`src/rtl/rr_arbiter_hold_pkg.sv`:
```
`default_nettype none
// +----------------------------------------------------------------------+
// | rr_arbiter_hold_pkg                                                  |
// | Shared state encoding, default sizing and one-hot helper.            |
// | Rev 1.0                                                              |
// +----------------------------------------------------------------------+
package rr_arbiter_hold_pkg;

  localparam int DEF_M        = 8;
  localparam int DEF_N        = 3;
  localparam int DEF_CNT_W    = 8;
  localparam int DEF_HOLD_MAX = 16;
  localparam int MAX_M        = 64;

  typedef enum logic {
    IDLE = 1'b0,
    BUSY = 1'b1
  } state_t;

  // Callers cast the result down to their own requester count.
  function automatic logic [MAX_M-1:0] onehot(input int unsigned idx);
    return MAX_M'(1) << idx;
  endfunction

endpackage
`default_nettype wire

```
`src/rtl/rr_arbiter_hold_if.sv`:
```
`default_nettype none
// +----------------------------------------------------------------------+
// | rr_arbiter_hold_if                                                   |
// | Request/grant bundle between requesters and the arbiter.             |
// | Rev 1.0                                                              |
// +----------------------------------------------------------------------+
interface rr_arbiter_hold_if #(
  parameter int M = 8,
  parameter int N = 3
);
  logic         en;
  logic [M-1:0] req;
  logic [M-1:0] gnt;
  logic [N-1:0] gnt_idx;
  logic         gnt_valid;
  logic         timeout;

  // master: the arbiter, which owns the grant side
  modport master (
    input  en, req,
    output gnt, gnt_idx, gnt_valid, timeout
  );

  // slave: the requesting units
  modport slave (
    output en, req,
    input  gnt, gnt_idx, gnt_valid, timeout
  );
endinterface
`default_nettype wire

```
`src/rtl/rr_arbiter_hold_rr_pick.sv`:
```
`default_nettype none
// +----------------------------------------------------------------------+
// | rr_pick                                                              |
// | Combinational round-robin picker: masked then unmasked lowest-index. |
// | Rev 1.0                                                              |
// +----------------------------------------------------------------------+
module rr_pick #(
  parameter int M = 8,
  parameter int N = 3
) (
  input  logic [M-1:0] req,
  input  logic [N-1:0] last_idx,
  output logic [N-1:0] winner,
  output logic         any
);

  logic [M-1:0] w_mask;
  logic [M-1:0] w_masked;
  logic [N-1:0] w_masked_idx;
  logic [N-1:0] w_raw_idx;
  logic         w_masked_any;

  generate
    for (genvar i = 0; i < M; i++) begin : g_mask
      assign w_mask[i] = (32'(i) > 32'(last_idx));
    end
  endgenerate

  assign w_masked = req & w_mask;

  // Descending scan so the lowest set index is the last one written.
  always_comb begin
    w_masked_idx = '0;
    w_masked_any = 1'b0;
    w_raw_idx    = '0;
    for (int i = M - 1; i >= 0; i--) begin
      if (w_masked[i]) begin
        w_masked_idx = N'(i);
        w_masked_any = 1'b1;
      end
      if (req[i]) begin
        w_raw_idx = N'(i);
      end
    end
  end

  assign winner = w_masked_any ? w_masked_idx : w_raw_idx;
  assign any    = |req;

endmodule
`default_nettype wire

```
`src/rtl/rr_arbiter_hold.sv`:
```
`default_nettype none
// +----------------------------------------------------------------------+
// | rr_arbiter_hold                                                      |
// | Round-robin arbiter holding each grant until release or timeout.     |
// | Rev 1.0                                                              |
// +----------------------------------------------------------------------+
module rr_arbiter_hold
  import rr_arbiter_hold_pkg::*;
#(
  parameter int M        = DEF_M,
  parameter int N        = DEF_N,
  parameter int CNT_W    = DEF_CNT_W,
  parameter int HOLD_MAX = DEF_HOLD_MAX
) (
  input  logic               clk,
  input  logic               rst,
  rr_arbiter_hold_if.master  bus
);

  localparam logic [CNT_W-1:0] C_HOLD_LAST = CNT_W'((HOLD_MAX == 0) ? 0 : HOLD_MAX - 1);
  localparam logic [CNT_W-1:0] C_HOLD_SAT  = CNT_W'(HOLD_MAX);

  state_t             r_state,    w_state_nxt;
  logic [M-1:0]       r_gnt,      w_gnt_nxt;
  logic [N-1:0]       r_gnt_idx,  w_gnt_idx_nxt;
  logic [N-1:0]       r_last_idx, w_last_idx_nxt;
  logic               r_valid,    w_valid_nxt;
  logic               r_timeout,  w_timeout_nxt;
  logic [CNT_W-1:0]   r_hold_cnt, w_hold_cnt_nxt;
  logic [N-1:0]       w_win;
  logic               w_any;
  logic               w_drop;
  logic               w_tmo_hit;

  rr_pick #(.M(M), .N(N)) u_pick (
    .req      (bus.req),
    .last_idx (r_last_idx),
    .winner   (w_win),
    .any      (w_any)
  );

  assign w_drop    = !bus.req[r_gnt_idx];
  assign w_tmo_hit = (HOLD_MAX != 0) && (r_hold_cnt == C_HOLD_LAST);

  always_ff @(posedge clk or posedge rst) begin
    if (rst) begin
      r_state    <= IDLE;
      r_gnt      <= '0;
      r_gnt_idx  <= '0;
      r_last_idx <= N'(M - 1);
      r_valid    <= 1'b0;
      r_timeout  <= 1'b0;
      r_hold_cnt <= '0;
    end else begin
      r_state    <= w_state_nxt;
      r_gnt      <= w_gnt_nxt;
      r_gnt_idx  <= w_gnt_idx_nxt;
      r_last_idx <= w_last_idx_nxt;
      r_valid    <= w_valid_nxt;
      r_timeout  <= w_timeout_nxt;
      r_hold_cnt <= w_hold_cnt_nxt;
    end
  end

  always_comb begin
    w_state_nxt    = r_state;
    w_gnt_nxt      = r_gnt;
    w_gnt_idx_nxt  = r_gnt_idx;
    w_last_idx_nxt = r_last_idx;
    w_valid_nxt    = r_valid;
    w_timeout_nxt  = 1'b0;
    w_hold_cnt_nxt = r_hold_cnt;
    case (r_state)
      IDLE: begin
        if (bus.en && w_any) begin
          w_state_nxt    = BUSY;
          w_gnt_nxt      = M'(onehot(32'(w_win)));
          w_gnt_idx_nxt  = w_win;
          w_last_idx_nxt = w_win;
          w_valid_nxt    = 1'b1;
          w_hold_cnt_nxt = '0;
        end
      end
      BUSY: begin
        if (w_drop || w_tmo_hit) begin
          // A simultaneous request drop counts as a normal release.
          w_state_nxt    = IDLE;
          w_gnt_nxt      = '0;
          w_valid_nxt    = 1'b0;
          w_timeout_nxt  = !w_drop;
          w_hold_cnt_nxt = '0;
        end else if (r_hold_cnt != C_HOLD_SAT) begin
          w_hold_cnt_nxt = r_hold_cnt + 1'b1;
        end
      end
      default: begin
        w_state_nxt = IDLE;
        w_gnt_nxt   = '0;
        w_valid_nxt = 1'b0;
      end
    endcase
  end

  assign bus.gnt       = r_gnt;
  assign bus.gnt_idx   = r_gnt_idx;
  assign bus.gnt_valid = r_valid;
  assign bus.timeout   = r_timeout;

endmodule
`default_nettype wire
```
`src/flat_wrapper.sv`:
```
// flat-port wrapper written by rule: the top's interface ports become plain ports
module rr_arbiter_hold_flat import rr_arbiter_hold_pkg::*;
#(
  parameter int M        = DEF_M,
  parameter int N        = DEF_N,
  parameter int CNT_W    = DEF_CNT_W,
  parameter int HOLD_MAX = DEF_HOLD_MAX
)
  (clk, rst, bus_en, bus_req, bus_gnt, bus_gnt_idx, bus_gnt_valid, bus_timeout);
  rr_arbiter_hold_if #(.M(M), .N(N)) bus_i ();
  input  logic clk;
  input  logic rst;
  input wire logic [$bits(bus_i.en)-1:0] bus_en;
  input wire logic [$bits(bus_i.req)-1:0] bus_req;
  output wire logic [$bits(bus_i.gnt)-1:0] bus_gnt;
  output wire logic [$bits(bus_i.gnt_idx)-1:0] bus_gnt_idx;
  output wire logic [$bits(bus_i.gnt_valid)-1:0] bus_gnt_valid;
  output wire logic [$bits(bus_i.timeout)-1:0] bus_timeout;
  assign bus_i.en = bus_en;
  assign bus_i.req = bus_req;
  assign bus_gnt = bus_i.gnt;
  assign bus_gnt_idx = bus_i.gnt_idx;
  assign bus_gnt_valid = bus_i.gnt_valid;
  assign bus_timeout = bus_i.timeout;
  rr_arbiter_hold #(.M(M), .N(N), .CNT_W(CNT_W), .HOLD_MAX(HOLD_MAX)) u_core (.clk(clk), .rst(rst), .bus(bus_i));
endmodule
```
`config.mk`:
```
export PLATFORM = sky130hd
export DESIGN_NAME = rr_arbiter_hold_flat
export DESIGN_NICKNAME = d
export VERILOG_FILES = /design/src/rtl/rr_arbiter_hold_pkg.sv /design/src/rtl/rr_arbiter_hold_if.sv /design/src/rtl/rr_arbiter_hold_rr_pick.sv /design/src/rtl/rr_arbiter_hold.sv /design/src/flat_wrapper.sv
export SDC_FILE = /design/constraint.sdc
export NUM_CORES = 1
export LEC_CHECK = 0
export ABC_AREA = 1
export ABC_CLOCK_PERIOD_IN_PS = 2300
export CAP_MARGIN = 20
export CORE_MARGIN = 4
export CORE_UTILIZATION = 55
export CTS_BUF_LIST = sky130_fd_sc_hd__clkbuf_8
export CTS_CLUSTER_DIAMETER = 80
export DETAILED_ROUTE_END_ITERATION = 8
export DONT_BUFFER_PORTS = 1
export PLACE_DENSITY_LB_ADDON = 0.3
export SYNTH_ARGS = -nofsm -noshare
export SYNTH_HDL_FRONTEND = slang
export SYNTH_HIERARCHICAL = 1
export SYNTH_SLANG_ARGS = --single-unit
```
`constraint.sdc`:
```
create_clock -name clk -period 2.3 [get_ports clk]
set_input_delay 0.23 -clock clk [delete_from_list [all_inputs] [get_ports clk]]
set_output_delay 0.23 -clock clk [all_outputs]
set_load 0.1 [all_outputs]
```
## Word level (Yosys, flattened, before mapping)

Cells that the tools add are included.

| storage, ports and cells | value |
|---|---|
| memory bits (writable) | 0 |
| latch bits | 0 |
| ROM bits | 0 |
| word-level logic and storage cells | 73 |
| flip-flop bits (word level) | 25 |
| memories kept | 0 |
| input bits | 11 |

| cells by class | value |
|---|---|
| shift operators | 1 |
| bitwise operators | 2 |
| equality and inequality tests | 5 |
| magnitude comparators | 8 |
| div/mod/pow operators | 0 |
| multipliers | 0 |
| $add $sub $neg | 1 |
| muxes and demuxes | 42 |
| reductions and logical operators | 7 |

Operator list:

| operator | number |
|---|---|
| $mux 3 | 17 |
| $mux 8 | 5 |
| $pmux 8 s2 | 2 |
| $mux 1 | 15 |
| $gt 3x3->1 const A | 4 |
| $add 8x1->8 const B | 1 |
| $and 8x8->8 | 1 |
| $eq 8x4->1 const B | 1 |
| $ne 8x5->1 const B | 1 |
| $reduce_or 8->1 | 1 |
| $shl 1x3->8 const A | 1 |
| $gt 2x3->1 const A | 2 |
| $reduce_and 2->1 | 3 |
| $lt 3x4->1 const B | 1 |
| $pmux 1 s2 | 2 |
| $bmux 1 s3 | 1 |
| $gt 1x3->1 const A | 1 |
| $ne 3x3->1 const B | 1 |
| $ne 2x1->1 const B | 1 |
| $ne 2x2->1 const B | 1 |
| $logic_and 1x1->1 | 1 |
| $logic_not 1->1 | 1 |
| $logic_or 1x1->1 | 1 |
| $not 1->1 | 1 |

## Depth between registers and ports, before layout

| depth | value |
|---|---|
| depth in word-level cells | 14 |
| gate-level depth with buffers | 13 |
| gate-level depth less buffers | 13 |

## Modules after synthesis

The synthesis kept the hierarchy.

Modules (own cells, without submodules):

| module | cells an instance | area an instance (um^2) | instances |
|---|---|---|---|
| rr_arbiter_hold | 166 | 1318.8 | 1 |
| rr_pick | 55 | 237.7 | 1 |

## Worst setup path after synthesis

No wires, ideal clock.

| timing path | value |
|---|---|
| path kind | register -> register |
| start | register u_core.r_gnt_idx[0], in the netlist u_core/bus.gnt_idx[0] |
| end | register u_core.r_gnt[7], in the netlist u_core/bus.gnt[7] |
| path buffers | 1 |
| period minus slack after synthesis | 1.925 ns |
| arrival time | 1.851 ns |
| path slack | 0.375 ns |
| library setup time | 0.074 ns |
| cell stages (with the launch flop) | 10 |
| cells stage by stage | dfrtp_1 -> inv_2 -> nand2_1 -> nand3_1 -> nand3_1 -> nand3_2 -> nand2_4 -> buf_12 -> nand2_1 -> o21ai_2 |

| on the way | value |
|---|---|
| longest elaborated chain between the ends | 6 |

Ends and longest elaborated chain:

| item | RTL line | RTL |
|---|---|---|
| from (decl) | rr_arbiter_hold.sv:25 | `logic [N-1:0] r_gnt_idx, w_gnt_idx_nxt;` |
| from (signal assigned) | rr_arbiter_hold.sv:57 | `r_gnt_idx <= w_gnt_idx_nxt;` |
| $bmux 1 s3 | rr_arbiter_hold.sv:42 | `assign w_drop = !bus.req[r_gnt_idx];` |
| $mux 1 (not written as such) | rr_arbiter_hold.sv:42 |  |
| $logic_not 1->1 | rr_arbiter_hold.sv:42 |  |
| $logic_or 1x1->1 | rr_arbiter_hold.sv:85 | `if (w_drop \|\| w_tmo_hit) begin` |
| $ne 2x2->1 (no line) | - |  |
| $reduce_and 2->1 (no line) | - |  |
| to (signal assigned) | rr_arbiter_hold.sv:56 | `r_gnt <= w_gnt_nxt;` |
| to (decl) | rr_arbiter_hold.sv:24 | `logic [M-1:0] r_gnt, w_gnt_nxt;` |

Every way passes these cells. The select of a mux whose other input is x is not followed.
A chain may end at the register's enable or synchronous reset.

## Worst setup path after layout

| timing path | value |
|---|---|
| start | register u_core.r_last_idx[2] |
| end | register u_core.r_gnt[5], in the netlist u_core/bus.gnt[5] |

| on the way | value |
|---|---|
| longest elaborated chain between the ends | 14 |
| elaborated cells on any way between the ends | 28 |
| classes of those cells | order compare: 7; shift: 1; mux: 19; bitwise: 1 |

Ends and longest elaborated chain:

| item | RTL line | RTL |
|---|---|---|
| from (decl) | rr_arbiter_hold.sv:26 | `logic [N-1:0] r_last_idx, w_last_idx_nxt;` |
| from (signal assigned) | rr_arbiter_hold.sv:50 | `r_last_idx <= N'(M - 1);` |
| from (signal assigned) | rr_arbiter_hold.sv:58 | `r_last_idx <= w_last_idx_nxt;` |
| $gt 3x3->1 | rr_arbiter_hold_rr_pick.sv:25 | `assign w_mask[i] = (32'(i) > 32'(last_idx));` |
| $and 8x8->8 * | rr_arbiter_hold_rr_pick.sv:29 | `assign w_masked = req & w_mask;` |
| $mux 3 / $mux 1 (equally long branches) (8 in a row) | rr_arbiter_hold_rr_pick.sv:37 | `if (w_masked[i]) begin` |
| $mux 3 * | rr_arbiter_hold_rr_pick.sv:47 | `assign winner = w_masked_any ? w_masked_idx : w_raw_idx;` |
| via u_core.w_win[0] | rr_arbiter_hold.sv:30 | `logic [N-1:0] w_win;` |
| $shl 1x3->8 * | rr_arbiter_hold_pkg.sv:22 | `return MAX_M'(1) << idx;` |
| $mux 8 * | rr_arbiter_hold.sv:75 | `if (bus.en && w_any) begin` |
| $pmux 8 s2 * | rr_arbiter_hold.sv:73 | `case (r_state)` |

Mark *: on every way through the listed nets, which the timed path passes. The rest lies on a longest branch. The select of a mux whose other input is x is not followed.

==> flow_summary.html <==
<table>
<tr><th>Metric</th><th>Value</th></tr>
<tr><th colspan="2">STA</th></tr>
<tr><td>Final number of max-transition violations</td><td>0</td></tr>
<tr><td>Setup repair after global routing missed its margin</td><td>no</td></tr>
<tr><td>Highest achievable clock rate</td><td>540.9 MHz</td></tr>
<tr><td>Setup-violating endpoint count in the final report</td><td>0</td></tr>
<tr><td>Layout Skew</td><td>8.345 ps</td></tr>
<tr><td>TNS Setup</td><td>0 ps</td></tr>
<tr><td>Slew at the pin closest to its max-slew limit</td><td>907.3 ps</td></tr>
<tr><td>Time the final worst path needs with I/O delays and setup</td><td>1849 ps</td></tr>
<tr><td>Relative slew margins</td><td>39.44%</td></tr>
<tr><td>Hold Violations, Final</td><td>0</td></tr>
<tr><td>Tcrit/Tclk final</td><td>80.38%</td></tr>
<tr><th colspan="2">Logic synthesis</th></tr>
<tr><td>Mapped Nets</td><td>234</td></tr>
<tr><td>Area leader, netlist</td><td>dfrtp_1</td></tr>
<tr><td>Share of synthesized area spent on multiplexers</td><td>0%</td></tr>
<tr><td>Combinational family with the most area after synthesis</td><td>simple AND/OR/NAND/NOR gates</td></tr>
<tr><td>Synthesized cell area</td><td>1556 sq um</td></tr>
<tr><td>Number of instances in the synthesized netlist</td><td>221</td></tr>
<tr><td>Post-synthesis register bit count</td><td>25</td></tr>
<tr><td>Synth area leaders</td><td>dfrtp_1, nand2_1, nand3_1</td></tr>
<tr><td>Average instance area after synthesis</td><td>7.043 sq um</td></tr>
<tr><td>Share of flip-flops with an asynchronous set or reset after synthesis</td><td>100.0%</td></tr>
<tr><td>Compound-Gate Fraction of Synth Area</td><td>5.064%</td></tr>
<tr><td>Library cells used by synthesis</td><td>25</td></tr>
<tr><td>Number of warning messages in the yosys log</td><td>6</td></tr>
<tr><td>Primary FF master, synth</td><td>dfrtp_1</td></tr>
<tr><td>Post-synthesis xor/xnor area fraction</td><td>1.125%</td></tr>
<tr><td>Post-synthesis share of cell area spent on full adders, half adders and majority gates</td><td>1.608%</td></tr>
<tr><td>Sequential element share of the synthesized area</td><td>40.43%</td></tr>
<tr><td>Area share of the leading cell type in the synthesized netlist</td><td>35.37%</td></tr>
<tr><td>Fraction of the mapped netlist area in simple logic gates</td><td>41.32%</td></tr>
<tr><td>Number of enable flip-flop cells after synthesis</td><td>0</td></tr>
<tr><th colspan="2">GRT</th></tr>
<tr><td>Routing layer with the top usage in global route</td><td>met2</td></tr>
<tr><td>Met2 layer usage reported by global route</td><td>32.18%</td></tr>
<tr><td>Initial antenna violation count</td><td>0</td></tr>
<tr><td>Total grt overflow</td><td>0</td></tr>
<tr><td>Largest net degree at the start of global routing</td><td>26</td></tr>
<tr><td>Vias in the first global route</td><td>1276</td></tr>
<tr><td>First-pass GRT wire length</td><td>5.678 mm</td></tr>
<tr><td>Met1 usage in global routing</td><td>28.29%</td></tr>
<tr><td>Global-route usage over all layers</td><td>19.81%</td></tr>
<tr><td>Routing usage on met3</td><td>2.725%</td></tr>
<tr><th colspan="2">Drt</th></tr>
<tr><td>Routed vias/inst</td><td>5.259</td></tr>
<tr><td>Routed WL per cell</td><td>12.36 um</td></tr>
<tr><td>Routed Antenna Nets</td><td>0</td></tr>
<tr><td>Iteration count of the initial detailed-routing pass</td><td>4</td></tr>
<tr><td>DRC viols</td><td>0</td></tr>
<tr><td>Drt first-iter violations</td><td>61</td></tr>
<tr><td>Sum of routed wire length over all layers</td><td>3.289 mm</td></tr>
<tr><td>Vias after detailed routing</td><td>1399</td></tr>
<tr><th colspan="2">Critical path</th></tr>
<tr><td>Crit end category</td><td>flop</td></tr>
<tr><td>Crit path DAT</td><td>2060 ps</td></tr>
<tr><td>Kind of cell adding the most delay to the critical path</td><td>simple AND/OR/NAND/NOR gates</td></tr>
<tr><td>Worst Path Max Fanout</td><td>6</td></tr>
<tr><td>Depth of the most critical reg-to-reg path</td><td>12</td></tr>
<tr><td>Setup crit start kind</td><td>flop</td></tr>
<tr><td>Total buffers and inverters traversed by the critical path</td><td>2</td></tr>
<tr><td>Highest-delay cell along the critical path</td><td>dfstp_2</td></tr>
<tr><td>Delay of the slowest critical-path stage</td><td>580 ps</td></tr>
<tr><td>Sequence of cells on the critical path</td><td>nand2_1, nand2_1, nand2_1, inv_2, nand2_2, nor2_2, nand3_1, nand3_1, inv_1, nor2_1, nand2_1, o21ai_2</td></tr>
<tr><td>Worst setup path class</td><td>reg -&gt; reg</td></tr>
<tr><td>Crit. path cell count</td><td>12</td></tr>
<tr><td>Critical Path RT</td><td>2510 ps</td></tr>
<tr><td>Library cell appearing most often on the critical path</td><td>nand2_1</td></tr>
<tr><th colspan="2">Die</th></tr>
<tr><td>Placeable core region</td><td>2734 sq um</td></tr>
<tr><td>Number of top-level pins</td><td>24</td></tr>
<tr><td>Die area</td><td>3745 sq um</td></tr>
<tr><td>Core Rows</td><td>19</td></tr>
<tr><td>Y dimension of the die</td><td>61.20 um</td></tr>
<tr><td>Die width</td><td>61.20 um</td></tr>
<tr><td>Starting density of the core</td><td>56.93%</td></tr>
<tr><th colspan="2">Clock tree</th></tr>
<tr><td>Root buffer cell</td><td>clkbuf_8</td></tr>
<tr><td>Number of hold buffers added after CTS</td><td>0</td></tr>
<tr><td>CTS clock-pin slew for the worst setup and hold paths</td><td>100 ps</td></tr>
<tr><td>Count of H-tree levels built during CTS</td><td>1</td></tr>
<tr><td>Count of buffers added by post-CTS timing repair for setup</td><td>0</td></tr>
<tr><td>Worst-case clock buffer depth</td><td>2</td></tr>
<tr><td>Skew-Pair Late Insertion Delay</td><td>270 ps</td></tr>
<tr><td>Cells resized by post-CTS repair</td><td>0</td></tr>
<tr><td>Clock sink count</td><td>25</td></tr>
<tr><td>CTS buffer count</td><td>3</td></tr>
<tr><td>TritonCTS clock tree</td><td>yes</td></tr>
<tr><th colspan="2">Pwr</th></tr>
<tr><td>Static leakage power</td><td>0.9721 nW</td></tr>
<tr><td>Part of the total power dissipated in combinational logic</td><td>62.4%</td></tr>
<tr><td>Pwr/cell area</td><td>1483 nW/um^2</td></tr>
<tr><td>Design internal power</td><td>1.049 mW</td></tr>
<tr><td>Proportion of power drawn by the clock network</td><td>10.6%</td></tr>
<tr><td>Power share of the sequential group</td><td>27.0%</td></tr>
<tr><td>Net switching power</td><td>1.476 mW</td></tr>
<tr><td>Net switching fraction of the power</td><td>58.46%</td></tr>
<tr><td>VDD IR max</td><td>1.086 mV</td></tr>
<tr><th colspan="2">Cells and area</th></tr>
<tr><td>Final instance area</td><td>1703 sq um</td></tr>
<tr><td>Final net count</td><td>249</td></tr>
<tr><td>Antenna diode count</td><td>0</td></tr>
<tr><td>Fillers</td><td>246</td></tr>
<tr><td>Most frequent cells in the layout</td><td>nand2_1, inv_1, nand3_1</td></tr>
<tr><td>Growth of design area from synthesis to finish</td><td>9.405%</td></tr>
<tr><td>Fraction of layout instances using a drive strength above 1</td><td>15.32%</td></tr>
<tr><td>Most common cell after layout, fill and taps aside</td><td>nand2_1</td></tr>
<tr><th colspan="2">Placement</th></tr>
<tr><td>Detailed Place HPWL</td><td>2.477 mm</td></tr>
<tr><td>Final RePlAce weighted congestion</td><td>0.9283</td></tr>
<tr><td>Port Buffer Count</td><td>0</td></tr>
<tr><td>Post-place instance area</td><td>1654 sq um</td></tr>
<tr><th colspan="2">Status</th></tr>
<tr><td>Result of the run</td><td>completed</td></tr>
<tr><th colspan="2">Job</th></tr>
<tr><td>Max cap viols</td><td>0</td></tr>
<tr><th colspan="2">Min path</th></tr>
<tr><td>Worst hold path type</td><td>in -&gt; async</td></tr>
</table>
-- flip-flops by register name (all words and copies together) (netlist names) --
signal / cells
u_core/bus.gnt: 8
u_core/r_hold_cnt: 8
u_core/bus.gnt_idx: 3
u_core/r_last_idx: 3
u_core/bus.gnt_valid: 1
u_core/bus.timeout: 1
u_core/r_state: 1
-- path summary, 6_finish.rpt --
path                            slack (ps)            startpoint                    to
worst max-delay path                   450  u_core/r_last_idx[2]     u_core/bus.gnt[5]
worst min-delay path                    30                   rst  u_core/r_hold_cnt[0]
worst max register to register         450  u_core/r_last_idx[2]     u_core/bus.gnt[5]
worst min register to register         490  u_core/r_last_idx[1]  u_core/r_last_idx[1]
max in group asynchronous             1700                   rst  u_core/r_hold_cnt[5]
min in group clk                       340                bus_en  u_core/r_last_idx[0]
-- cell families (layout without fill, tap and decap cells) --
family | count (synthesis) | in the layout
and+or+nand+nor | 143 | 143
AOI/OAI and AO/OA | 12 | 12
xor gates and xnor gates | 2 | 2
buffers and inverters | 37 | 51
adders and majority gates | 2 | 2
DFF | 25 | 25
-- cell type report --
type | instances | area, sq um | share of cell area (%)
clock inverter | 1 | 7.507 | 0.4409
tap | 31 | 38.79 | 2.278
clock buffer | 3 | 41.29 | 2.425
sequential | 25 | 629.4 | 36.96
inverter | 35 | 131.4 | 7.715
timing repair buffer | 12 | 90.09 | 5.290
multi-input combinational | 159 | 764.5 | 44.89
-- worst reg2reg max path, delay by kind of cell (launching register included) --
kind / cells / cell delay (ps)
AND/OR/NAND/NOR: 9 / 960
flip-flops: 1 / 580
buffers and inverters: 2 / 130
AO/OA/AOI/OAI: 1 / 130
-- metal layers --
metal / vias up / routed length, um
met5: - / 0
met4: 0 / 14
met3: 2 / 90
met2: 24 / 1619
met1: 650 / 1564
li1: 723 / -
-- per-stage QoR --
| stage | power [mW] | setup slack (ps) | cells | hold slack [ps] | utilization, % |
|---|---|---|---|---|---|
| floorplan | 2.023 | 374.8 | 221 | 255.1 | - |
| global placement | 2.246 | 563.6 | 262 | 374.8 | 60.50 |
| detailed placement | 2.259 | 546.7 | 262 | 369.0 | 60.50 |
| CTS | 2.533 | 482.1 | 266 | 77.72 | 62.29 |
| global route | 2.708 | 231.2 | 266 | 107.3 | 62.29 |
| finish | 2.526 | 451.2 | 266 | 33.82 | 62.29 |
-- synthesized netlist by cell type (2+ instances only) --
library cell	number
nand2_1	73
inv_1	33
nand3_1	28
dfrtp_1	22
nor2_1	20
nand4_1	7
nor2_2	4
o21ai_0	4
o21ai_2	4
dfstp_2	3
nand3_2	3
a21oi_1	2
ha_1	2
inv_2	2
nand2_2	2
nor4_1	2
xor2_1	2
-- power groups by stage --
stage / Combinational (mW) / Sequential [mW] / Clock [mW]
6_report: 1.58 / 0.682 / 0.268
3_5_place_dp: 1.57 / 0.690 / 0
4_1_cts: 1.58 / 0.682 / 0.271
3_3_place_gp: 1.56 / 0.689 / 0
5_1_grt: 1.71 / 0.703 / 0.293
2_1_floorplan: 0.709 / 1.31 / 0
(Power assumes the default switching activity.)
